## src/rtl/multicycle_pkg.sv

```systemverilog
// Shared types for the multicycle controller.
// States, opcodes, control bundle and counter width.
package multicycle_pkg;

    typedef enum logic [3:0] {
        FETCH  = 4'd0,
        DECODE = 4'd1,
        EXEC_R = 4'd2,
        ADDR   = 4'd3,
        MEM_RD = 4'd4,
        MEM_WR = 4'd5,
        WB_ALU = 4'd6,
        WB_MEM = 4'd7,
        JUMP   = 4'd8
    } state_t;

    localparam logic [1:0] OP_R  = 2'b00;
    localparam logic [1:0] OP_LW = 2'b01;
    localparam logic [1:0] OP_SW = 2'b10;
    localparam logic [1:0] OP_J  = 2'b11;

    localparam int RCW = 16;

    typedef struct packed {
        logic mem_req;
        logic mem_we;
        logic iord;
        logic ir_write;
        logic pc_write;
        logic pc_src;
        logic reg_dst;
        logic reg_write;
        logic alu_src;
        logic alu_op;
        logic mem_to_reg;
        logic retire;
    } ctrl_t;

endpackage

```

## src/rtl/multicycle_outdec.sv

```systemverilog
// Combinational control and next-state decode.
// Everything is forced low while reset is held.
module multicycle_outdec
    import multicycle_pkg::*;
(
    input  logic [3:0] state,
    input  logic [1:0] opcode,
    input  logic       mem_ready,
    input  logic       run,
    input  logic       rst_n,
    output ctrl_t      ctrl,
    output state_t     nxt
);

    ctrl_t c;

    always_comb begin
        c   = '0;
        nxt = FETCH;
        unique case (state)
            FETCH: begin
                nxt = FETCH;
                if (run) begin
                    c.mem_req = 1'b1;
                    if (mem_ready) begin
                        c.ir_write = 1'b1;
                        c.pc_write = 1'b1;
                        nxt        = DECODE;
                    end
                end
            end
            DECODE: begin
                unique case (1'b1)
                    (opcode == OP_R): nxt = EXEC_R;
                    (opcode == OP_J): nxt = JUMP;
                    default:          nxt = ADDR;
                endcase
            end
            EXEC_R: begin
                c.alu_op = 1'b1;
                nxt      = WB_ALU;
            end
            WB_ALU: begin
                c.reg_dst   = 1'b1;
                c.reg_write = 1'b1;
                c.retire    = 1'b1;
            end
            ADDR: begin
                c.alu_src = 1'b1;
                nxt = (opcode == OP_SW) ? MEM_WR : MEM_RD;
            end
            MEM_RD: begin
                c.mem_req = 1'b1;
                c.iord    = 1'b1;
                c.alu_src = 1'b1;
                nxt = mem_ready ? WB_MEM : MEM_RD;
            end
            WB_MEM: begin
                c.reg_write  = 1'b1;
                c.mem_to_reg = 1'b1;
                c.retire     = 1'b1;
            end
            MEM_WR: begin
                c.mem_req = 1'b1;
                c.mem_we  = 1'b1;
                c.iord    = 1'b1;
                c.alu_src = 1'b1;
                c.retire  = mem_ready;
                nxt = mem_ready ? FETCH : MEM_WR;
            end
            JUMP: begin
                c.pc_write = 1'b1;
                c.pc_src   = 1'b1;
                c.retire   = 1'b1;
            end
            default: nxt = FETCH;
        endcase
        ctrl = rst_n ? c : '0;
    end

endmodule

```

## src/rtl/multicycle_control.sv

```systemverilog
// Multicycle controller: state, opcode and retire counter.
// Decode lives in multicycle_outdec.
module multicycle_control
    import multicycle_pkg::*;
(
    input  logic           clk,
    input  logic           rst_n,
    input  logic           run,
    input  logic [7:0]     instr,
    input  logic           mem_ready,
    output logic           mem_req,
    output logic           mem_we,
    output logic           iord,
    output logic           ir_write,
    output logic           pc_write,
    output logic           pc_src,
    output logic           reg_dst,
    output logic           reg_write,
    output logic           alu_src,
    output logic           alu_op,
    output logic           mem_to_reg,
    output logic           retire,
    output logic [3:0]     state,
    output logic [RCW-1:0] retire_count
);

    state_t         st;
    state_t         nxt;
    logic [1:0]     opc;
    logic [RCW-1:0] cnt;
    ctrl_t          ctrl;
    logic           unused_instr;

    assign unused_instr = ^instr[5:0];

    multicycle_outdec u_outdec (
        .state     (st),
        .opcode    (opc),
        .mem_ready (mem_ready),
        .run       (run),
        .rst_n     (rst_n),
        .ctrl      (ctrl),
        .nxt       (nxt)
    );

    always_ff @(posedge clk or negedge rst_n) begin
        if (!rst_n) begin
            st  <= FETCH;
            opc <= OP_R;
            cnt <= '0;
        end else begin
            st <= nxt;
            if (ctrl.ir_write)
                opc <= instr[7:6];
            if (ctrl.retire)
                cnt <= cnt + 1'b1;
        end
    end

    assign mem_req      = ctrl.mem_req;
    assign mem_we       = ctrl.mem_we;
    assign iord         = ctrl.iord;
    assign ir_write     = ctrl.ir_write;
    assign pc_write     = ctrl.pc_write;
    assign pc_src       = ctrl.pc_src;
    assign reg_dst      = ctrl.reg_dst;
    assign reg_write    = ctrl.reg_write;
    assign alu_src      = ctrl.alu_src;
    assign alu_op       = ctrl.alu_op;
    assign mem_to_reg   = ctrl.mem_to_reg;
    assign retire       = ctrl.retire;
    assign state        = st;
    assign retire_count = cnt;

endmodule
```

## config.mk

```make
export PLATFORM = sky130hd
export DESIGN_NAME = multicycle_control
export DESIGN_NICKNAME = d
export VERILOG_FILES = /design/src/rtl/multicycle_pkg.sv /design/src/rtl/multicycle_outdec.sv /design/src/rtl/multicycle_control.sv
export SDC_FILE = /design/constraint.sdc
export NUM_CORES = 1
export LEC_CHECK = 0
export ABC_AREA = 1
export CORE_ASPECT_RATIO = 1.75
export CORE_MARGIN = 3
export CORE_UTILIZATION = 46
export CTS_BUF_LIST = sky130_fd_sc_hd__clkbuf_8
export DETAILED_ROUTE_END_ITERATION = 7
export PLACE_DENSITY = 0.93
export SYNTH_ARGS = -nofsm -noshare
export SYNTH_HDL_FRONTEND = slang
export SYNTH_HIERARCHICAL = 1
export SYNTH_SLANG_ARGS = --single-unit
```

## constraint.sdc

```tcl
create_clock -name clk -period 2.25 [get_ports clk]
set_input_delay 0.45 -clock clk [delete_from_list [all_inputs] [get_ports clk]]
set_output_delay 0.45 -clock clk [all_outputs]
set_load 0.05 [all_outputs]
```

* After elaboration in Yosys (flattened, before gate mapping) *
Cells that the tools add are included.

storage, ports and cells
  flip-flop bits (word level) = 22

cells by class
  reduce and logical (&&, ||, !) cells = 6
  equal/unequal tests = 10
  $add $sub $neg = 1
  muxes and demuxes = 23

operators by type and width
  cell                                            number
  case mux 4 bit (6 select lines)                 1
  adder 16 x 1 -> 16 bit (second input constant)  1
  == test 4 x 3 -> 1 bit (second input constant)  4
  two-way mux 1 bit                               12
  two-way mux 12 bit                              1
  == test 4 x 2 -> 1 bit (second input constant)  2
  case mux 4 bit (2 select lines)                 1
  two-way mux 2 bit                               3
  case mux 1 bit (2 select lines)                 3
  OR reduction 3 bit                              2
  == test 2 bit (second input constant)           2
  == test 4 x 1 -> 1 bit (second input constant)  1
  == test 4 bit (second input constant)           1
  logical NOT 4 bit                               1
  two-way mux 4 bit                               1
  OR reduction 2 bit                              2
  two-way mux 3 bit                               1
  logical NOT 2 bit                               1

* Depth between registers and ports, before layout *
Gate-level depths: netlist of the first run.

  word-level depth = 4
  gate-level depth with buffers = 10

* Cells and area by module *
The synthesis of the first run kept the hierarchy.

modules (own cells, without submodules)
  module              sequential area each (um2)  cells each  instances  area an instance (um2)
  multicycle_control  550.5                       113         1          1011.0
  multicycle_outdec   0.0                         57          1          266.5

* Least setup slack after synthesis of the first run *
Ideal clock, no wire load.

  kind = register to output
  from = register st[2], in the netlist state[2]
  to = output mem_we
  arrival time = 2.111 ns
  required time = 1.800 ns
  setup slack = -0.311 ns
  stages on the path, launching flop included = 5
  cell sequence = dfrtp_1 inv_1 nor2_4 nand2_1 nor3_1

between the ends
  word-level cells in the longest chain between the ends = 3

ends and longest elaborated chain
  item                    RTL line                  text
  start, declared         multicycle_control.sv:27  state_t st;
  start signal, assigned  multicycle_control.sv:52  st <= nxt;
  == test 4 x 3 -> 1 bit  multicycle_outdec.sv:20   unique case (state)
  two-way mux 1 bit       multicycle_outdec.sv:20
  two-way mux 12 bit      multicycle_outdec.sv:78   ctrl = rst_n ? c : '0;
  end, declared           multicycle_control.sv:12  output logic mem_we,

No other way between the ends.

* Worst setup path in the final report of the first run *
  from = input mem_ready
  to = output pc_write

between the ends
  word-level cells in the longest chain between the ends = 4

ends and longest elaborated chain
  item                             RTL line                  text
  start, declared                  multicycle_control.sv:10  input logic mem_ready,
  two-way mux 2 bit                multicycle_outdec.sv:25   if (mem_ready) begin
  two-way mux 2 bit                multicycle_outdec.sv:23   if (run) begin
  case mux 1 bit (2 select lines)  multicycle_outdec.sv:20
  two-way mux 12 bit               multicycle_outdec.sv:78
  end, declared                    multicycle_control.sv:15  output logic pc_write,

No other way between the ends.

==> flow_summary.toml, run 1 <==
[clock_tree]
cts_sinks = 22
insertion_delay_ns = 0.26
numCtsBuffers = 3
cts_buffer_depth = 2
clock-root-buffer = "clkbuf_8"
path_clk_slew_ns = 0.07
cts-htree-levels = 1
cts_tree = "built"

[routing]
wire_per_inst_um = 13.5
via_per_inst = 5.24
route.vias.total = 1258
wl_um = 3250
antenna_left = 0
drc = 0
drt-initial-drc-count = 68
first_pass_iters = 4

[yosys]
yosys.area_share.simple_pct = 35.8
ys_seq_area_share_pct = 43.1
synthAdderAreaFrac_pct = 2.94
ys_top_cells_by_area = "dfrtp_1 43%, nand2_1 13%, inv_1 7.3%"
synthCells = 170
yosys.area.top_type = "dfrtp_1"
synth_cell_types = 17
syn_nets = 185
synthXorXnorAreaFrac_pct = 5.48
synth_top_area_share_pct = 43.1
yosys_warnings = 6
muxShareOfSynthArea_pct = 1.76
synth_area_per_cell_um2 = 7.51
synth_top_family_by_area = "simple AND/OR/NAND/NOR gates"
synth_area_um2 = 1280
ys_ff_latch = 22
synth_compound_area_share_pct = 2.35

[setup_path]
crit_path_max_fanout = 4
worstPathArrival_ns = 1.61
cp-end-kind = "output port"
r2r-end = "retire_count[13]"
critPathMaxStageDelay_ns = 0.56
cp.required_ns = 1.80
r2r_slack_ns = 0.38
startpoint = "mem_ready"
cp-start-kind = "input pin"
reg2reg_depth = 9
r2r_start = "state[1]"
cpMaxStageDelayCell = "clkdlybuf4s50_1"
crit_type = "in -> out"
path_cells = "clkdlybuf4s50_1, nand2_1, inv_1, nand2_2, o21ai_1, buf_12"
crit_family = "buffers and inverters"
path_buf_inv = 3

[sta]
relSlewSlack_pct = 66.1
hold_viol_final = 0
tightest_slew_ns = 0.507
slew_violations = 0
fmax_ghz = 0.486
finalCritPeriodShare_pct = 91.4
setup_slack_ns = 0.194
fin_skew_ns = 0.00225
period_needed_ns = 2.06
hold_slack_ns = 0.0561
final-setup-viol-count = 0
rsz0062_at_grt = "false"

[final_layout]
nets = 231
drive_gt1_share_pct = 19.2
area_growth_pct = 48.6
design_area_um2 = 1900
diodes = 0

[placed_design]
dpl.hpwl_um = 2540
post-place-ws_ns = -0.0283
gp_congestion = 0.902
portBuffers = 37
placed_area_um2 = 1840

[hold_path]
hold_class = "in -> async"

[floorplanning]
ios = 44
core_area_um2 = 2580
die_w_um = 45.8
rows = 24
start_util_pct = 49.5
die_y_um = 75.7
dieArea_um2 = 3470

[global_route]
grt_antenna_before_repair = 0
overflow = 0
grtUsageTotal_pct = 21.2
grt_pass1_wl_um = 5350
grt_pass1_vias = 1277
grt_max_degree = 12

[pwr]
ir_worst_vdd_mv = 0.645
power.leakage_nw = 0.906
p_per_area_nw_per_um2 = 1010

[run]
drv_cap = 0

[outcome]
status = "complete, no violations"
## metrics by stage
| stage | cells | power [mW] | util [%] | setup TNS (ns) |
|---|---|---|---|---|
| final | 240 | 1.92 | 73.5 | 0 |
| after global routing | 240 | 2.04 | 73.5 | 0 |
| after CTS | 239 | 1.92 | 72.7 | 0 |
| after detailed placement | 236 | 1.68 | 71.1 | -0.0539 |
| after global placement | 236 | 1.65 | 71.1 | -0.00397 |
| after floorplan | 170 | 1.27 | - | -0.137 |
## what timing repair did
action / in CTS / in global routing
hold buffers: 0 / 0
endpoints found under the setup margin: 0 / 8
setup buffers: 0 / 1
gates resized for setup: 0 / 3
## Yosys cell counts (all sizes together)
master,instances
mux2,2
o21ai,4
nor2,28
nand4,7
nand3,14
ha,3
nand2,49
inv,29
dfrtp,22
nor3,2
xnor2,4
xor2,4
a21oi,2
## power by group
| part | internal [mW] | leakage [nW] | total (mW) | switching (mW) |
|---|---|---|---|---|
| logic | 0.393 | 0.599 | 1.10 | 0.705 |
| clock network | 0.119 | 0.0216 | 0.238 | 0.119 |
| registers | 0.482 | 0.286 | 0.586 | 0.104 |
## sequential cells by signal (all words and copies together) (netlist names)
register	count
state	4
retire_count	16
opc	2
## routing by layer
metal / track usage (%) / share of wire, % / vias to the layer above
met5: 0 / 0 / -
li1: - / - / 614
met1: 20.9 / 34 / 575
met4: 11.7 / 3.9 / 0
met3: 2.60 / 5.8 / 12
met2: 40.4 / 56 / 57
## cell type report
cell class	count	area, um^2
clock buffers	3	41.3
well taps	26	32.5
repair buffers	41	523
fillers	184	684
inverters	29	109
multi-input cells	119	642
flip-flops and latches	22	551
## worst max-delay path by stage
| stage | slack [ns] | end | depth (start not counted) |
|---|---|---|---|
| 2_1_floorplan | -0.07 | alu_src | 4 |
| 3_3_place_gp | -0.004 | retire_count[8] | 8 |
| 3_5_place_dp | -0.03 | retire_count[8] | 8 |
| 4_1_cts | 0.04 | mem_we | 4 |
| 5_1_grt | 0.12 | pc_write | 6 |
| 6_report | 0.19 | pc_write | 6 |
## cell usage in the layout, fill, tap and decap left out
master | Yosys | routed
a21oi_1 | 2 | 1
a21oi_2 | 0 | 1
buf_12 | 0 | 12
buf_4 | 0 | 4
clkbuf_8 | 0 | 3
clkdlybuf4s50_1 | 0 | 24
dfrtp_1 | 22 | 22
dlymetal6s2s_1 | 0 | 1
ha_1 | 3 | 3
inv_1 | 25 | 25
inv_2 | 4 | 4
mux2_2 | 2 | 2
nand2_1 | 44 | 44
nand2_2 | 5 | 5
nand3_1 | 14 | 13
nand3_4 | 0 | 1
nand4_1 | 7 | 7
nor2_1 | 21 | 20
nor2_2 | 4 | 5
nor2_4 | 3 | 3
nor3_1 | 2 | 1
nor3_2 | 0 | 1
o21ai_1 | 4 | 4
xnor2_1 | 4 | 4
xor2_1 | 4 | 4
## logic make-up (layout without fill, tap and decap cells)
family,Yosys count,count (layout)
AND/OR/NAND/NOR,100,100
buffers and inverters,29,73
flip-flops,22,22
XOR/XNOR,8,8
AO/OA/AOI/OAI,6,6
adder cells (fa/ha/maj),3,3
multiplexers,2,2
Power figures use the tool's default switching activity.
==> inputs of run 2 (changes only) <==
- CORE_MARGIN: 3 -> 2
==> run 2 against run 1 <==
Effect of this change:
- flip-flop and latch count is the same
- routed wire length fell by 7.5%
- maximum frequency down 0.46%
- non-clock buffer count did not move
- sequential power hardly changed
- design area is 0.53% lower
==> flow_summary.toml, run 2 (same netlist as run 1, synthesis figures left out) <==
[outcome]
status = "complete, no violations"

[clock_tree]
cts_tree = "built"
postCtsSetupBuffers = 0
cts_buffer_depth = 2
cts-htree-levels = 1
path_clk_slew_ns = 0.07
numCtsBuffers = 3
insertion_delay_ns = 0.26
clock-root-buffer = "clkbuf_8"
cts_sinks = 22

[pwr]
p_per_area_nw_per_um2 = 1010
finalPower_mw = 1.90
p_clk_share_pct = 12.6
power.internal_mw = 0.990
power.leakage_nw = 0.906
pwr-share-seq_pct = 30.7
swShare_pct = 47.9
ir_worst_vdd_mv = 0.446
combPwrFrac_pct = 56.7
switchingPower_mw = 0.910

[hold_path]
hold_class = "in -> async"

[floorplanning]
start_util_pct = 48.0
die_w_um = 43.8
die_y_um = 73.7
rows = 25
ios = 44
core_area_um2 = 2660
dieArea_um2 = 3230

[sta]
fmax_ghz = 0.484
finalCritPeriodShare_pct = 91.8
final-setup-viol-count = 0
slew_violations = 0
setup-tns-final_ns = 0
fin_skew_ns = 0.00238
setup_slack_ns = 0.184
hold_viol_final = 0
hold_slack_ns = 0.230
period_needed_ns = 2.07
tightest_slew_ns = 0.499
rsz0062_at_grt = "false"
relSlewSlack_pct = 66.6

[global_route]
grt_antenna_before_repair = 0
grtUsageTotal_pct = 20.9
grt_pass1_wl_um = 5190
grt_max_degree = 16
overflow = 0
grt_pass1_vias = 1266

[routing]
via_per_inst = 5.30
first_pass_iters = 4
dr_wl_met3_um = 106
antenna_left = 0
wire_per_inst_um = 12.5
route.vias.total = 1277
wl_met1_um = 1080
met2_length_um = 1710
drt-initial-drc-count = 21
dr.max_layer_used = "met4"
drc = 0
wl_um = 3000

[final_layout]
seqCellArea_um2 = 551
design_area_um2 = 1890
fill_cells = 185
largest_register_ffs = 16
final_cell_mix = "44 x nand2_1, 25 x inv_1, 24 x clkdlybuf4s50_1, 22 x dfrtp_1, 20 x nor2_1"
area_growth_pct = 47.8
drive_gt1_share_pct = 18.7
multi_input_area_um2 = 631
final_common_cell = "nand2_1"
diodes = 0
nets = 231

[placed_design]
placed_area_um2 = 1840
dpl.hpwl_um = 2400
portBuffers = 37
post-place-ws_ns = -0.0254
gp_congestion = 0.900

[run]
drv_cap = 0

[setup_path]
worstPathArrival_ns = 1.62
cp-start-kind = "input pin"
crit_path_max_fanout = 4
crit_type = "in -> out"
cp.required_ns = 1.80
cp-end-kind = "output port"
[run 2: worst paths after layout]
| kind | cells past startpoint | slack, ns | start | endpoint |
|---|---|---|---|---|
| max | 6 | 0.18 | mem_ready | pc_write |
| min | 2 | 0.23 | rst_n | state[1] |
| max reg2reg | 8 | 0.43 | state[1] | retire_count[8] |
| min reg2reg | 1 | 0.52 | retire_count[12] | retire_count[12] |
| max in group asynchronous | 2 | 1.77 | rst_n | retire_count[1] |
| min in group clk | 1 | 0.52 | retire_count[12] | retire_count[12] |
[run 2: per-layer routing]
metal  vias up  global-route usage [%]
li1        620                       -
met1       598                    20.8
met2        44                    39.7
met3        15                    2.46
met4         0                    11.8
met5         -                       0
[run 2: worst max-delay path, stage by stage]
cell and delay [ns]:
clkdlybuf4s50_1 0.56, nand2_1 0.07, inv_1 0.07, nand2_2 0.08, o21ai_1 0.21, buf_12 0.17
[run 2: repair_timing]
action	CTS	global route
setup endpoints to repair	0	5
hold buffers	0	0
gates resized for setup	0	1
[run 2: area by class of cell]
class                           count  share of cell area, %
Clock buffer                        3                   2.19
Inverter                           29                   5.77
Multi-Input combinational cell    119                   33.4
Sequential cell                    22                   29.2
Tap cell                           27                   1.79
Timing Repair Buffer               41                   27.7
[run 2: power groups by stage]
stage | clock network (mW) | logic [mW] | registers [mW]
6_report | 0.239 | 1.08 | 0.583
5_1_grt | 0.264 | 1.15 | 0.598
4_1_cts | 0.243 | 1.08 | 0.582
3_5_place_dp | 0 | 1.08 | 0.590
3_3_place_gp | 0 | 1.06 | 0.588
2_1_floorplan | 0 | 0.460 | 0.805
[run 2: stage by stage]
stage | utilization [%] | cells
6_report | 71.0 | 241
5_1_grt | 71.0 | 241
4_1_cts | 70.9 | 241
3_5_place_dp | 69.4 | 238
3_3_place_gp | 69.4 | 238
2_1_floorplan | - | 170
==> inputs of run 3 (changes only) <==
- CORE_UTILIZATION: 46 -> 50
- CTS_CLUSTER_SIZE: not set -> 40
- PLACE_DENSITY: 0.93 -> 0.95
- clock period: 2.25 -> 2.4 ns (I/O delays scaled with it)
==> run 3 against run 2 <==
Effect of this change:
- via count decreased by 1.7%
- combinational power decreased by 4%
- design area increased by 0.93%
- highest routed layer unchanged
- sequential power decreased by 5.7%
==> flow_summary.toml, run 3 (same netlist as run 1, synthesis figures left out) <==
[hold_path]
hold_class = "in -> async"

[outcome]
status = "complete, no violations"

[global_route]
grt_max_degree = 13
overflow = 0
grt_pass1_wl_um = 5390
grt_antenna_before_repair = 0
grt_pass1_vias = 1242
grtUsageTotal_pct = 23.8

[setup_path]
cp-end-kind = "output port"
crit_type = "in -> out"
cp-start-kind = "input pin"
path_cells = "clkdlybuf4s50_1, inv_1, a21oi_1, buf_12"
worstPathArrival_ns = 1.84
cpMaxStageDelayCell = "clkdlybuf4s50_1"
cp.required_ns = 1.92
crit_path_max_fanout = 9
critPathMaxStageDelay_ns = 0.68

[final_layout]
diodes = 0
final_common_cell = "nand2_1"
finish.utilization_pct = 77.4
fill_cells = 158
area_growth_pct = 49.2
nets = 232
fin_cells = 242
largest_register_ffs = 16
drive_gt1_share_pct = 19.4
multi_input_area_um2 = 631
seqCellArea_um2 = 551
final_cell_mix = "44 x nand2_1, 25 x inv_1, 25 x clkdlybuf4s50_1, 22 x dfrtp_1, 20 x nor2_1"

[pwr]
combPwrFrac_pct = 55.7
power.leakage_nw = 0.910
p_per_area_nw_per_um2 = 975
power.internal_mw = 0.972
swShare_pct = 47.7
switchingPower_mw = 0.885
p_clk_share_pct = 14.6
ir_worst_vdd_mv = 0.494
pwr-share-seq_pct = 29.6

[placed_design]
gp_congestion = 0.890
dpl.hpwl_um = 2540
dp.cells = 238
portBuffers = 37
post-place-ws_ns = -0.0717

[clock_tree]
path_clk_slew_ns = 0.08
numCtsBuffers = 3
cts_tree = "built"
cts_hold_buf = 0
clock-root-buffer = "clkbuf_8"
cts_buffer_depth = 2
insertion_delay_ns = 0.27
cts_sinks = 22
postCtsSetupBuffers = 0
cts-htree-levels = 1

[sta]
slew_violations = 0
fin_skew_ns = 0.00156
setup-tns-final_ns = 0
finalCritPeriodShare_pct = 96.6
hold_viol_final = 0
relSlewSlack_pct = 66.4
rsz0062_at_grt = "false"
period_needed_ns = 2.32
setup_slack_ns = 0.0824
tightest_slew_ns = 0.502
final-setup-viol-count = 0
fmax_ghz = 0.431

[routing]
dr.max_layer_used = "met4"
drt-initial-drc-count = 53
antenna_left = 0
wl_um = 3210
via_per_inst = 5.19
first_pass_iters = 4
met2_length_um = 1860
wl_met1_um = 1110
route.vias.total = 1255
wire_per_inst_um = 13.3
dr_wl_met3_um = 126
drc = 0

[floorplanning]
die_w_um = 42.2
core_area_um2 = 2460
ios = 44
die_y_um = 70.9
start_util_pct = 51.9
dieArea_um2 = 2990
rows = 24

[run]
drv_cap = 0
-- run 3: changes by cell type in the layout (fill, tap and decap cells not counted), sizes merged --
cell	before	now
buf	16	17
clkbuf	3	4
dlymetal6s2s	1	0
clkdlybuf4s50	24	25
-- run 3: through the flow --
stage	area (um^2)	total power, mW	hold WS, ns
after floorplan	1280	1.18	0.184
after global placement	1840	1.55	0.490
after detailed placement	1840	1.58	0.496
after CTS	1900	1.86	0.482
after global routing	1910	1.95	0.489
final	1910	1.86	0.475
-- run 3: critical path, delay by kind of cell --
family          cells  cell delay (ns)
buf+inv             3             1.08
compound gates      1             0.28
-- run 3: final cells by class --
class / instances / area share [%]
clock buffer: 4 / 2.89
inverter: 29 / 5.71
tap: 26 / 1.71
sequential: 22 / 28.9
timing repair buffer: 42 / 27.7
multi-input combinational: 119 / 33.1
-- run 3: final timing paths --
path | startpoint | to | slack (ns) | depth (start not counted)
setup / recovery | rst_n | alu_src | 0.08 | 4
hold / removal | rst_n | state[2] | 0.47 | 1
setup reg to reg | state[1] | retire_count[9] | 0.58 | 8
hold reg to reg | retire_count[15] | retire_count[15] | 0.51 | 2
max in group asynchronous | rst_n | retire_count[4] | 1.45 | 2
min in group clk | retire_count[15] | retire_count[15] | 0.51 | 2
-- run 3: power by group through the flow --
| stage | logic [mW] | clock network [mW] | registers, mW |
|---|---|---|---|
| after detailed placement | 1.02 | 0 | 0.557 |
| after global routing | 1.10 | 0.289 | 0.567 |
| after floorplan | 0.429 | 0 | 0.755 |
| final | 1.04 | 0.272 | 0.550 |
| after global placement | 0.998 | 0 | 0.549 |
| after CTS | 1.04 | 0.271 | 0.551 |
-- run 3: per-layer routing --
layer  track usage (%)  vias up
met5                 0        -
li1                  -      616
met1              22.6      581
met4              14.9        0
met3              2.30        9
met2              46.0       49
-- run 3: what timing repair did --
item / in CTS / in global routing
endpoints found under the hold margin: 0 / 0
resized for setup: 1 / 1
pin swaps: 0 / 0
setup endpoints to repair: 1 / 1
